**src/rtl/calc_moment_acc.sv**
```systemverilog
// calc_moment_acc -- binary-image moment accumulator.
//
// Accumulates, over one frame of packed binary pixels, the set-pixel count
// (m00), the sum of column coordinates (m10) and, when built with the macro
// CALC_M01_EN, the sum of row coordinates (m01). Each input word is reduced
// by a registered adder tree and added into saturating accumulators; the
// totals are published with a one-cycle out_valid strobe after the frame.
//
// Optional feature: define CALC_M01_EN to build the y (m01) datapath.
// Without it m01 is tied to 0 and vcount is not used.
//
// Ports:
//   clk        rising-edge clock
//   rst        asynchronous active-high reset
//   clr        synchronous abort/clear, highest priority
//   in_valid   idata/hcount/vcount valid this cycle
//   idata      PIX_W pixels, MSB at column hcount, LSB at hcount+PIX_W-1
//   hcount     column of idata[PIX_W-1]
//   vcount     row of the current word
//   frame_end  pulse marking the last word of the frame
//   m00/m10/m01 registered results (held until next result, clr or rst)
//   out_valid  one-cycle result strobe
//   busy       high while accumulating or flushing
//   ovf        sticky saturation flag for the current frame
//
// Handshake: a word is taken on a rising edge where in_valid is high and the
// FSM is IDLE or ACCUM; there is no backpressure. Results are valid only in
// the cycle where out_valid is high and then hold.
module calc_moment_acc #(
    parameter int PIX_W  = 8,
    parameter int HCNT_W = 11,
    parameter int VCNT_W = 11,
    parameter int ACC_W  = 32
) (
    input  logic              clk,
    input  logic              rst,
    input  logic              clr,
    input  logic              in_valid,
    input  logic [PIX_W-1:0]  idata,
    input  logic [HCNT_W-1:0] hcount,
    input  logic [VCNT_W-1:0] vcount,
    input  logic              frame_end,
    output logic [ACC_W-1:0]  m00,
    output logic [ACC_W-1:0]  m10,
    output logic [ACC_W-1:0]  m01,
    output logic              out_valid,
    output logic              busy,
    output logic              ovf
);
    localparam int LOG_W    = $clog2(PIX_W);
    localparam int PIPE_LAT = LOG_W + 2;
    localparam int FC_W     = $clog2(PIPE_LAT);
    localparam int CNT_W    = LOG_W + 1;
    // Tree sums of PIX_W terms, each up to (2^HCNT_W-1)+(PIX_W-1).
    localparam int XT_W     = HCNT_W + LOG_W + 1;
    localparam int YT_W     = VCNT_W + LOG_W + 1;
    localparam int WA_W     = (ACC_W > XT_W) ? ACC_W : XT_W;
    localparam int WB_W     = (WA_W > YT_W) ? WA_W : YT_W;
    localparam int SUM_W    = WB_W + 1;

    typedef enum logic [1:0] {S_IDLE, S_ACCUM, S_FLUSH, S_DONE} state_t;

    state_t            state_q, state_d;
    logic [FC_W-1:0]   fcnt_q, fcnt_d;
    logic              start, accept;

    // Saturating add; returns {overflow, value}.
    function automatic logic [ACC_W:0] sat_add(input logic [ACC_W-1:0] a,
                                               input logic [SUM_W-1:0] b);
        logic [SUM_W-1:0] s;
        s = SUM_W'(a) + b;
        if (s > SUM_W'({ACC_W{1'b1}}))
            return {1'b1, {ACC_W{1'b1}}};
        return {1'b0, s[ACC_W-1:0]};
    endfunction

    // ---------------- FSM ----------------
    assign start  = (state_q == S_IDLE) && (in_valid || frame_end);
    assign accept = in_valid && ((state_q == S_IDLE) || (state_q == S_ACCUM));

    always_comb begin
        state_d = state_q;
        fcnt_d  = fcnt_q;
        case (state_q)
            S_IDLE: begin
                // frame_end wins so a single-word frame goes straight to FLUSH.
                if (frame_end) begin
                    state_d = S_FLUSH;
                    fcnt_d  = '0;
                end else if (in_valid) begin
                    state_d = S_ACCUM;
                end
            end
            S_ACCUM: begin
                if (frame_end) begin
                    state_d = S_FLUSH;
                    fcnt_d  = '0;
                end
            end
            S_FLUSH: begin
                if (fcnt_q == FC_W'(PIPE_LAT - 1)) state_d = S_DONE;
                else fcnt_d = fcnt_q + 1'b1;
            end
            default: state_d = S_IDLE;
        endcase
        if (clr) begin
            state_d = S_IDLE;
            fcnt_d  = '0;
        end
    end

    // ---------------- input register ----------------
    logic              in_v_q, in_v_d;
    logic [PIX_W-1:0]  idata_q, idata_d;
    logic [HCNT_W-1:0] hcount_q, hcount_d;

    always_comb begin
        in_v_d   = accept;
        idata_d  = accept ? idata : idata_q;
        hcount_d = accept ? hcount : hcount_q;
        if (clr) begin
            in_v_d   = 1'b0;
            idata_d  = '0;
            hcount_d = '0;
        end
    end

    // ---------------- adder tree ----------------
    // Heap layout: node i sums children 2i and 2i+1; indices PIX_W..2*PIX_W-1
    // are the combinational leaves, 1..PIX_W-1 are registered, so each tree
    // level adds one cycle and node 1 is the per-word total.
    logic [XT_W-1:0]  nx  [2:2*PIX_W-1];
    logic [CNT_W-1:0] nc  [2:2*PIX_W-1];
    logic [XT_W-1:0]  x_q [1:PIX_W-1];
    logic [XT_W-1:0]  x_d [1:PIX_W-1];
    logic [CNT_W-1:0] c_q [1:PIX_W-1];
    logic [CNT_W-1:0] c_d [1:PIX_W-1];
    logic [LOG_W-1:0] tv_q, tv_d;

    always_comb begin
        for (int k = 0; k < PIX_W; k++) begin
            nx[PIX_W+k] = idata_q[PIX_W-1-k] ? XT_W'(hcount_q) + XT_W'(k) : '0;
            nc[PIX_W+k] = CNT_W'(idata_q[PIX_W-1-k]);
        end
        for (int i = 2; i < PIX_W; i++) begin
            nx[i] = x_q[i];
            nc[i] = c_q[i];
        end
        for (int i = 1; i < PIX_W; i++) begin
            x_d[i] = clr ? '0 : nx[2*i] + nx[2*i+1];
            c_d[i] = clr ? '0 : nc[2*i] + nc[2*i+1];
        end
        tv_d = clr ? '0 : {tv_q[LOG_W-2:0], in_v_q};
    end

    // ---------------- accumulators and results ----------------
    logic              root_v;
    logic [ACC_W-1:0]  acc_x_q, acc_x_d, acc_c_q, acc_c_d;
    logic [ACC_W:0]    sum_x, sum_c;
    logic [ACC_W-1:0]  m00_q, m00_d, m10_q, m10_d;
    logic              ovf_q, ovf_d, out_valid_q, out_valid_d, busy_q, busy_d;

    assign root_v = tv_q[LOG_W-1];
    assign sum_x  = sat_add(acc_x_q, SUM_W'(x_q[1]));
    assign sum_c  = sat_add(acc_c_q, SUM_W'(c_q[1]));

`ifdef CALC_M01_EN
    logic [VCNT_W-1:0] vcount_q, vcount_d;
    logic [YT_W-1:0]   ny  [2:2*PIX_W-1];
    logic [YT_W-1:0]   y_q [1:PIX_W-1];
    logic [YT_W-1:0]   y_d [1:PIX_W-1];
    logic [ACC_W-1:0]  acc_y_q, acc_y_d, m01_q, m01_d;
    logic [ACC_W:0]    sum_y;

    assign sum_y = sat_add(acc_y_q, SUM_W'(y_q[1]));

    // y partial = vcount * popcount, built as a sum of vcount per set bit.
    always_comb begin
        vcount_d = clr ? '0 : (accept ? vcount : vcount_q);
        for (int k = 0; k < PIX_W; k++)
            ny[PIX_W+k] = idata_q[PIX_W-1-k] ? YT_W'(vcount_q) : '0;
        for (int i = 2; i < PIX_W; i++)
            ny[i] = y_q[i];
        for (int i = 1; i < PIX_W; i++)
            y_d[i] = clr ? '0 : ny[2*i] + ny[2*i+1];
        acc_y_d = acc_y_q;
        m01_d   = (state_q == S_DONE) ? acc_y_q : m01_q;
        if (start) acc_y_d = '0;
        else if (root_v) acc_y_d = sum_y[ACC_W-1:0];
        if (clr) begin
            acc_y_d = '0;
            m01_d   = '0;
        end
    end

    always_ff @(posedge clk or posedge rst) begin
        if (rst) begin
            vcount_q <= '0;
            acc_y_q  <= '0;
            m01_q    <= '0;
            for (int i = 1; i < PIX_W; i++) y_q[i] <= '0;
        end else begin
            vcount_q <= vcount_d;
            acc_y_q  <= acc_y_d;
            m01_q    <= m01_d;
            for (int i = 1; i < PIX_W; i++) y_q[i] <= y_d[i];
        end
    end

    assign m01 = m01_q;
    wire y_ovf = !start && root_v && sum_y[ACC_W];
`else
    logic unused_vcount;
    assign unused_vcount = ^vcount;
    assign m01 = '0;
    wire y_ovf = 1'b0;
`endif

    always_comb begin
        acc_x_d     = acc_x_q;
        acc_c_d     = acc_c_q;
        ovf_d       = ovf_q;
        if (start) begin
            acc_x_d = '0;
            acc_c_d = '0;
            ovf_d   = 1'b0;
        end else if (root_v) begin
            acc_x_d = sum_x[ACC_W-1:0];
            acc_c_d = sum_c[ACC_W-1:0];
            ovf_d   = ovf_q | sum_x[ACC_W] | sum_c[ACC_W] | y_ovf;
        end
        out_valid_d = (state_q == S_DONE);
        m00_d       = (state_q == S_DONE) ? acc_c_q : m00_q;
        m10_d       = (state_q == S_DONE) ? acc_x_q : m10_q;
        busy_d      = (state_d == S_ACCUM) || (state_d == S_FLUSH);
        if (clr) begin
            acc_x_d     = '0;
            acc_c_d     = '0;
            ovf_d       = 1'b0;
            out_valid_d = 1'b0;
            m00_d       = '0;
            m10_d       = '0;
            busy_d      = 1'b0;
        end
    end

    always_ff @(posedge clk or posedge rst) begin
        if (rst) begin
            state_q     <= S_IDLE;
            fcnt_q      <= '0;
            in_v_q      <= 1'b0;
            idata_q     <= '0;
            hcount_q    <= '0;
            tv_q        <= '0;
            acc_x_q     <= '0;
            acc_c_q     <= '0;
            ovf_q       <= 1'b0;
            out_valid_q <= 1'b0;
            busy_q      <= 1'b0;
            m00_q       <= '0;
            m10_q       <= '0;
            for (int i = 1; i < PIX_W; i++) begin
                x_q[i] <= '0;
                c_q[i] <= '0;
            end
        end else begin
            state_q     <= state_d;
            fcnt_q      <= fcnt_d;
            in_v_q      <= in_v_d;
            idata_q     <= idata_d;
            hcount_q    <= hcount_d;
            tv_q        <= tv_d;
            acc_x_q     <= acc_x_d;
            acc_c_q     <= acc_c_d;
            ovf_q       <= ovf_d;
            out_valid_q <= out_valid_d;
            busy_q      <= busy_d;
            m00_q       <= m00_d;
            m10_q       <= m10_d;
            for (int i = 1; i < PIX_W; i++) begin
                x_q[i] <= x_d[i];
                c_q[i] <= c_d[i];
            end
        end
    end

    assign m00       = m00_q;
    assign m10       = m10_q;
    assign out_valid = out_valid_q;
    assign busy      = busy_q;
    assign ovf       = ovf_q;

endmodule

```
**config.mk**
```make
export PLATFORM = sky130hd
export DESIGN_NAME = calc_moment_acc
export DESIGN_NICKNAME = d
export VERILOG_FILES = /design/src/rtl/calc_moment_acc.sv
export SDC_FILE = /design/constraint.sdc
export NUM_CORES = 1
export LEC_CHECK = 0
export ABC_CLOCK_PERIOD_IN_PS = 9800
export BUFFER_PORTS_ARGS = -buffer_cell sky130_fd_sc_hd__buf_2
export CAP_MARGIN = 20
export CELL_PAD_IN_SITES_DETAIL_PLACEMENT = 0
export CELL_PAD_IN_SITES_GLOBAL_PLACEMENT = 1
export CORE_ASPECT_RATIO = 1.4
export CORE_UTILIZATION = 40
export CTS_BUF_LIST = sky130_fd_sc_hd__clkbuf_2 sky130_fd_sc_hd__clkbuf_4 sky130_fd_sc_hd__clkbuf_8
export DETAILED_ROUTE_END_ITERATION = 10
export PLACE_DENSITY_LB_ADDON = 0.1
export SLEW_MARGIN = 25
export SYNTH_ARGS = -nofsm -noshare
export SYNTH_HDL_FRONTEND = slang
export SYNTH_SLANG_ARGS = --single-unit
export TNS_END_PERCENT = 10
```
**constraint.sdc**
```tcl
create_clock -name clk -period 9.8 [get_ports clk]
set_input_delay 0.98 -clock clk [delete_from_list [all_inputs] [get_ports clk]]
set_output_delay 0.98 -clock clk [all_outputs]
set_load 0.05 [all_outputs]
```
# [Word level (Yosys, flattened, before mapping)]
# Index checks and enable logic that the tools add are counted.
[totals] out_inout_bits=99 wordCells=134 register_bits=276
[op_classes] addsub=24 eq_ne=8 n_reduce_logical=12 n_lt_le_gt_ge=2 mux=59 bitwise=2
[op_table] operator="two-way mux 32 bit" count=10
[op_table] operator="two-way mux 33 bit" count=4
[op_table] operator="two-way mux 12 bit" count=7
[op_table] operator="> comparator 33 x 32 -> 1 bit, second input constant" count=2
[op_table] operator="two-way mux 13 bit" count=4
[op_table] operator="adder 11 x 3 -> 12 bit, second input constant" count=4
[op_table] operator="two-way mux 15 bit" count=3
[op_table] operator="adder 12 x 12 -> 13 bit" count=3
[op_table] operator="adder 32 x 15 -> 33 bit" count=1
[op_table] operator="adder 32 x 4 -> 33 bit" count=1
[op_table] operator="two-way mux 11 bit" count=3
[op_table] operator="adder 13 x 13 -> 14 bit" count=2
[op_table] operator="adder 11 x 2 -> 12 bit, second input constant" count=2
[op_table] operator="two-way mux 2 bit" count=9
[op_table] operator="two-way mux 8 bit" count=2
[op_table] operator="adder 15 bit" count=1
[op_table] operator="adder 11 x 12 -> 13 bit" count=1
[op_table] operator="adder 11 x 1 -> 12 bit, second input constant" count=1
[op_table] operator="two-way mux 3 bit" count=4
[op_table] operator="two-way mux 4 bit" count=3
[op_table] operator="adder 1 x 1 -> 2 bit" count=4
[op_table] operator="two-way mux 1 bit" count=8
[op_table] operator="adder 2 x 2 -> 3 bit" count=2
[op_table] operator="== test 2 bit, second input constant" count=3
[op_table] operator="16 further kinds" count=23

# [Logic depth before layout (Yosys ltp)]
[logic_depth] ltp_word=9 depth_mapped=15

# [Least setup slack after synthesis]
# Ideal clock, no wire load.
[synth_path] path_type="reg2reg" from="reg hcount_q[1]" to="reg x_q (netlist bit nx[132])" arrival_time_ns=3.149 slack_ns=6.515 n_path_buf=1 setup_time_ns=0.136 t_required_ns=9.664 stages_incl_launch_ff=14 path_cell_list="dfrtp_1 -> clkbuf_1 -> inv_1 -> ha_1 -> a21boi_0 -> xnor2_1 -> and2_1 -> ha_1 -> nor2b_1 -> o31a_1 -> o41ai_1 -> o21ai_0 -> a211oi_1 -> nor3_1"
[synth_rtl] item="start: declaration" line="115" rtl="logic [HCNT_W-1:0] hcount_q, hcount_d;"
[synth_rtl] item="start signal: assignment" line="271" rtl="hcount_q <= hcount_d;"
[synth_rtl] item="end signal: indexed assignment" line="281" rtl="x_q[i] <= x_d[i];"
[synth_rtl] item="end: declaration" line="134" rtl="logic [XT_W-1:0] x_q [1:PIX_W-1];"

==> results.txt <==
Final hold vios - 0
Hold Crit Class - reg -> reg
Count of state elements after synthesis - 272
Power per cell area - 136 nW/um^2
Largest net degree at the start of global routing - 165
GP Congestion - 0.817
Least-Margin Pin Slew - 0.899 ns
Post-CTS sizing - 0
Internal power - 1800 uW
Sequential power share - 0.483
Final Non-Filler Cells - 2275
Compound-Gate Fraction of Synth Area - 0.191
Initial antenna violation count - 1
WL/cell - 16.9 microns
MaxCap Viol Count - 0
Dpl hpwl - 27100 microns
Routed vias/inst - 5.28
Switching part of the total power - 0.260
Core area - 39600 sq um
Fillers - 3925
Clk slew on worst S/H paths - 0.07 ns
Post-Synth XOR/XNOR Area - 0.0660
Postcts setup bufs - 0
EDFF count, synth - 0
Setup Viol. Count Final - 0
Simple-gate share of the synthesized area - 0.165
Unrepaired setup endpoints after global routing - false
CTS Buf Count - 46
Initial Utilization - 0.409
DRT Pass-1 Iters - 5
Pins over their slew limit - 0
Worst rel slew slack - 0.400
DRT antenna net count - 0
Root Buffer - clkbuf_8
Count of input and output buffers - 90
Overflow after GRT - 0
Final critical-path required period - 4.18 ns
Setup TNS - 0 ns
Primary FF master, synth - dfrtp_1
Die width - 172 microns
FMAX - 239 MHz
Final Cycle Share - 0.426
Layout Nets - 1886
Unique masters post-synth - 69
Syn Std Cell Area - 16200 sq um
Synthesized instance count - 1644
Layout cells sized above 1 - 0.116
TritonCTS clock tree - done
Largest family of logic cells by synthesized area - compound AO/OA/AOI/OAI gates
Layout Skew - 0.0347 ns
DRT Wirelength - 38400 microns
Placed cell count - 2197
Yosys Warn Count - 0
Vias in the first global route - 12300
Clock Latency Late Sink - 0.58 ns
Die span in y - 240 microns
CP Data Required Time - 10.21 ns
Post-synth ARST share - 1.00
P_leak - 0.00865 uW
Sink Count - 272
Critical Path Source Type - register
Multiplexer share of the synthesized area - 0.00433
Post-synthesis sequential area ratio - 0.421
Die area - 41300 sq um
CTS H-tree depth - 2
Net Sw Power - 632 uW
First-iteration detailed-routing DRC count - 566
Logic pwr share - 0.081
CP Max Fanout - 16
Syn Area/Cell - 9.84 sq um
Clock Power Share - 0.437
Area Growth Syn to Fin - 10.8%
CP Class - reg -> reg
I/O pins - 134
Critical Path AT - 4.58 ns
Cts hold-fix bufs - 0
# DRC - 0
FP Rows - 86
Peak supply drop - 73.4 uV
Fraction of the mapped netlist area in adder cells - 0.109
Via count - 12000
Status - complete, no violations
CP Capture Type - register
Deepest clock path buffer count - 3
GRT Util Overall - 0.192
First-pass GRT wire length - 63000 microns
[layer usage]
metal,vias up,share of wire,global-route usage
met4,0,0.034,0.0813
met3,72,0.031,0.0244
li1,5987,-,-
met1,5758,0.41,0.215
met2,194,0.53,0.360
met5,-,0,0
[flip-flops by register name (all words and copies together), names as in the netlist]
register / cells
state_q: 2
ovf: 1
nx: 80
fcnt_q: 3
hcount_q: 11
busy: 1
tv_q: 3
acc_c_q: 32
m10: 32
x_q: 15
acc_x_q: 32
out_valid: 1
m00: 32
idata_q: 8
c_q: 18
in_v_q: 1
[cell usage after synthesis, drive strengths merged, types with 5 or more instances]
cell type	n	share of area
a211o	8	0.0043
mux2i	7	0.0043
and4	15	0.0083
a31oi	24	0.0093
a21boi	10	0.0046
and3	23	0.0089
and2	52	0.020
a21o	20	0.0093
buf	50	0.021
o31a	5	0.0027
o41ai	8	0.0055
a21oi	95	0.030
inv	36	0.0084
ha	122	0.094
dfrtp	272	0.42
nor4	7	0.0036
nor2	170	0.039
clkbuf	58	0.014
nand4	20	0.0077
nand3	42	0.014
o21ai	89	0.028
xnor2	60	0.032
xor2	62	0.034
o21bai	10	0.0046
fa	12	0.015
a211oi	29	0.015
a311oi	7	0.0038
a22o	85	0.046
or3	16	0.0062
nor2b	50	0.019
nand2b	13	0.0050
o21a	17	0.0079
nand2	60	0.014
nor3	43	0.015
[through the flow]
step	setup WS, ns	area (sq um)	utilization	power (uW)	hold WS, ns
detailed placement	5.63	17000	0.428	1400	0.449
CTS	5.59	17900	0.453	2480	0.470
floorplan	1.32	16300	-	1350	0.439
global route	5.39	17900	0.453	2560	0.484
global placement	5.66	17000	0.428	1390	0.449
finish	5.62	17900	0.453	2440	0.453
[cells by family after synthesis]
kind of cell / Yosys count
AOI/OAI and AO/OA: 442
xor gates and xnor gates: 122
adders and majority gates: 134
buffers and inverters: 147
DFF: 272
muxes: 7
other: 1
and+or+nand+nor: 519
[cell usage in the layout (no fill, tap or decap), types with 7 or more instances in the layout]
master	n
and2_1	51
nor2b_1	50
a211oi_1	25
nor2_1	170
nor3_1	37
a311oi_1	7
ha_1	122
a31oi_1	24
a21oi_1	92
a21boi_0	10
or3_1	16
o21a_1	17
clkinv_2	9
nand2b_1	13
a22o_1	85
and3_1	22
o41ai_1	7
mux2i_1	7
xnor2_1	60
nand3_1	41
buf_4	8
a21o_1	20
a211o_1	8
o21bai_1	10
nand2_1	60
o21ai_0	88
buf_2	89
nand4_1	20
and4_1	14
clkbuf_8	57
inv_1	35
xor2_1	62
conb_1	36
fa_1	12
dfrtp_1	272
[worst max-delay path, stage by stage (launching register included)]
cell and delay, ns:
dfrtp_1 0.78, ha_1 0.75, nor2b_1 0.40, xor2_1 0.11, and2_1 0.18, ha_1 0.34, o211a_1 0.25, o41ai_1 0.51
o21ai_0 0.31, a211oi_1 0.28, nor3_1 0.09
[final cells by class]
class                   instances  area (sq um)  share of cell area
inverters                      39           154             0.00858
multi-input cells            1260          8820               0.492
flip-flops and latches        272          6810               0.380
repair buffers                 98           526              0.0293
well taps                     528           661              0.0369
clock buffers                  63           830              0.0463
diodes                          1          2.50            0.000140
clock inverters                14           131             0.00733
[worst paths after layout]
kind,cells past startpoint,slack (ns),from,to
worst max-delay path,10,5.62,hcount_q[3],nx[162]
worst min-delay path,1,0.45,in_v_q,tv_q[0]
worst max register to register,10,5.62,hcount_q[3],nx[162]
worst min register to register,1,0.45,in_v_q,tv_q[0]
max in group asynchronous,3,7.94,rst,idata_q[4]
min in group asynchronous,2,0.50,rst,m10[14]
[power groups by stage]
stage / Combinational [uW] / Sequential (uW) / Clock [uW]
floorplan: 172 / 1180 / 0
global placement: 198 / 1200 / 0
detailed placement: 200 / 1200 / 0
CTS: 201 / 1180 / 1110
global route: 223 / 1180 / 1160
finish: 196 / 1180 / 1060
(Power assumes the default switching activity.)
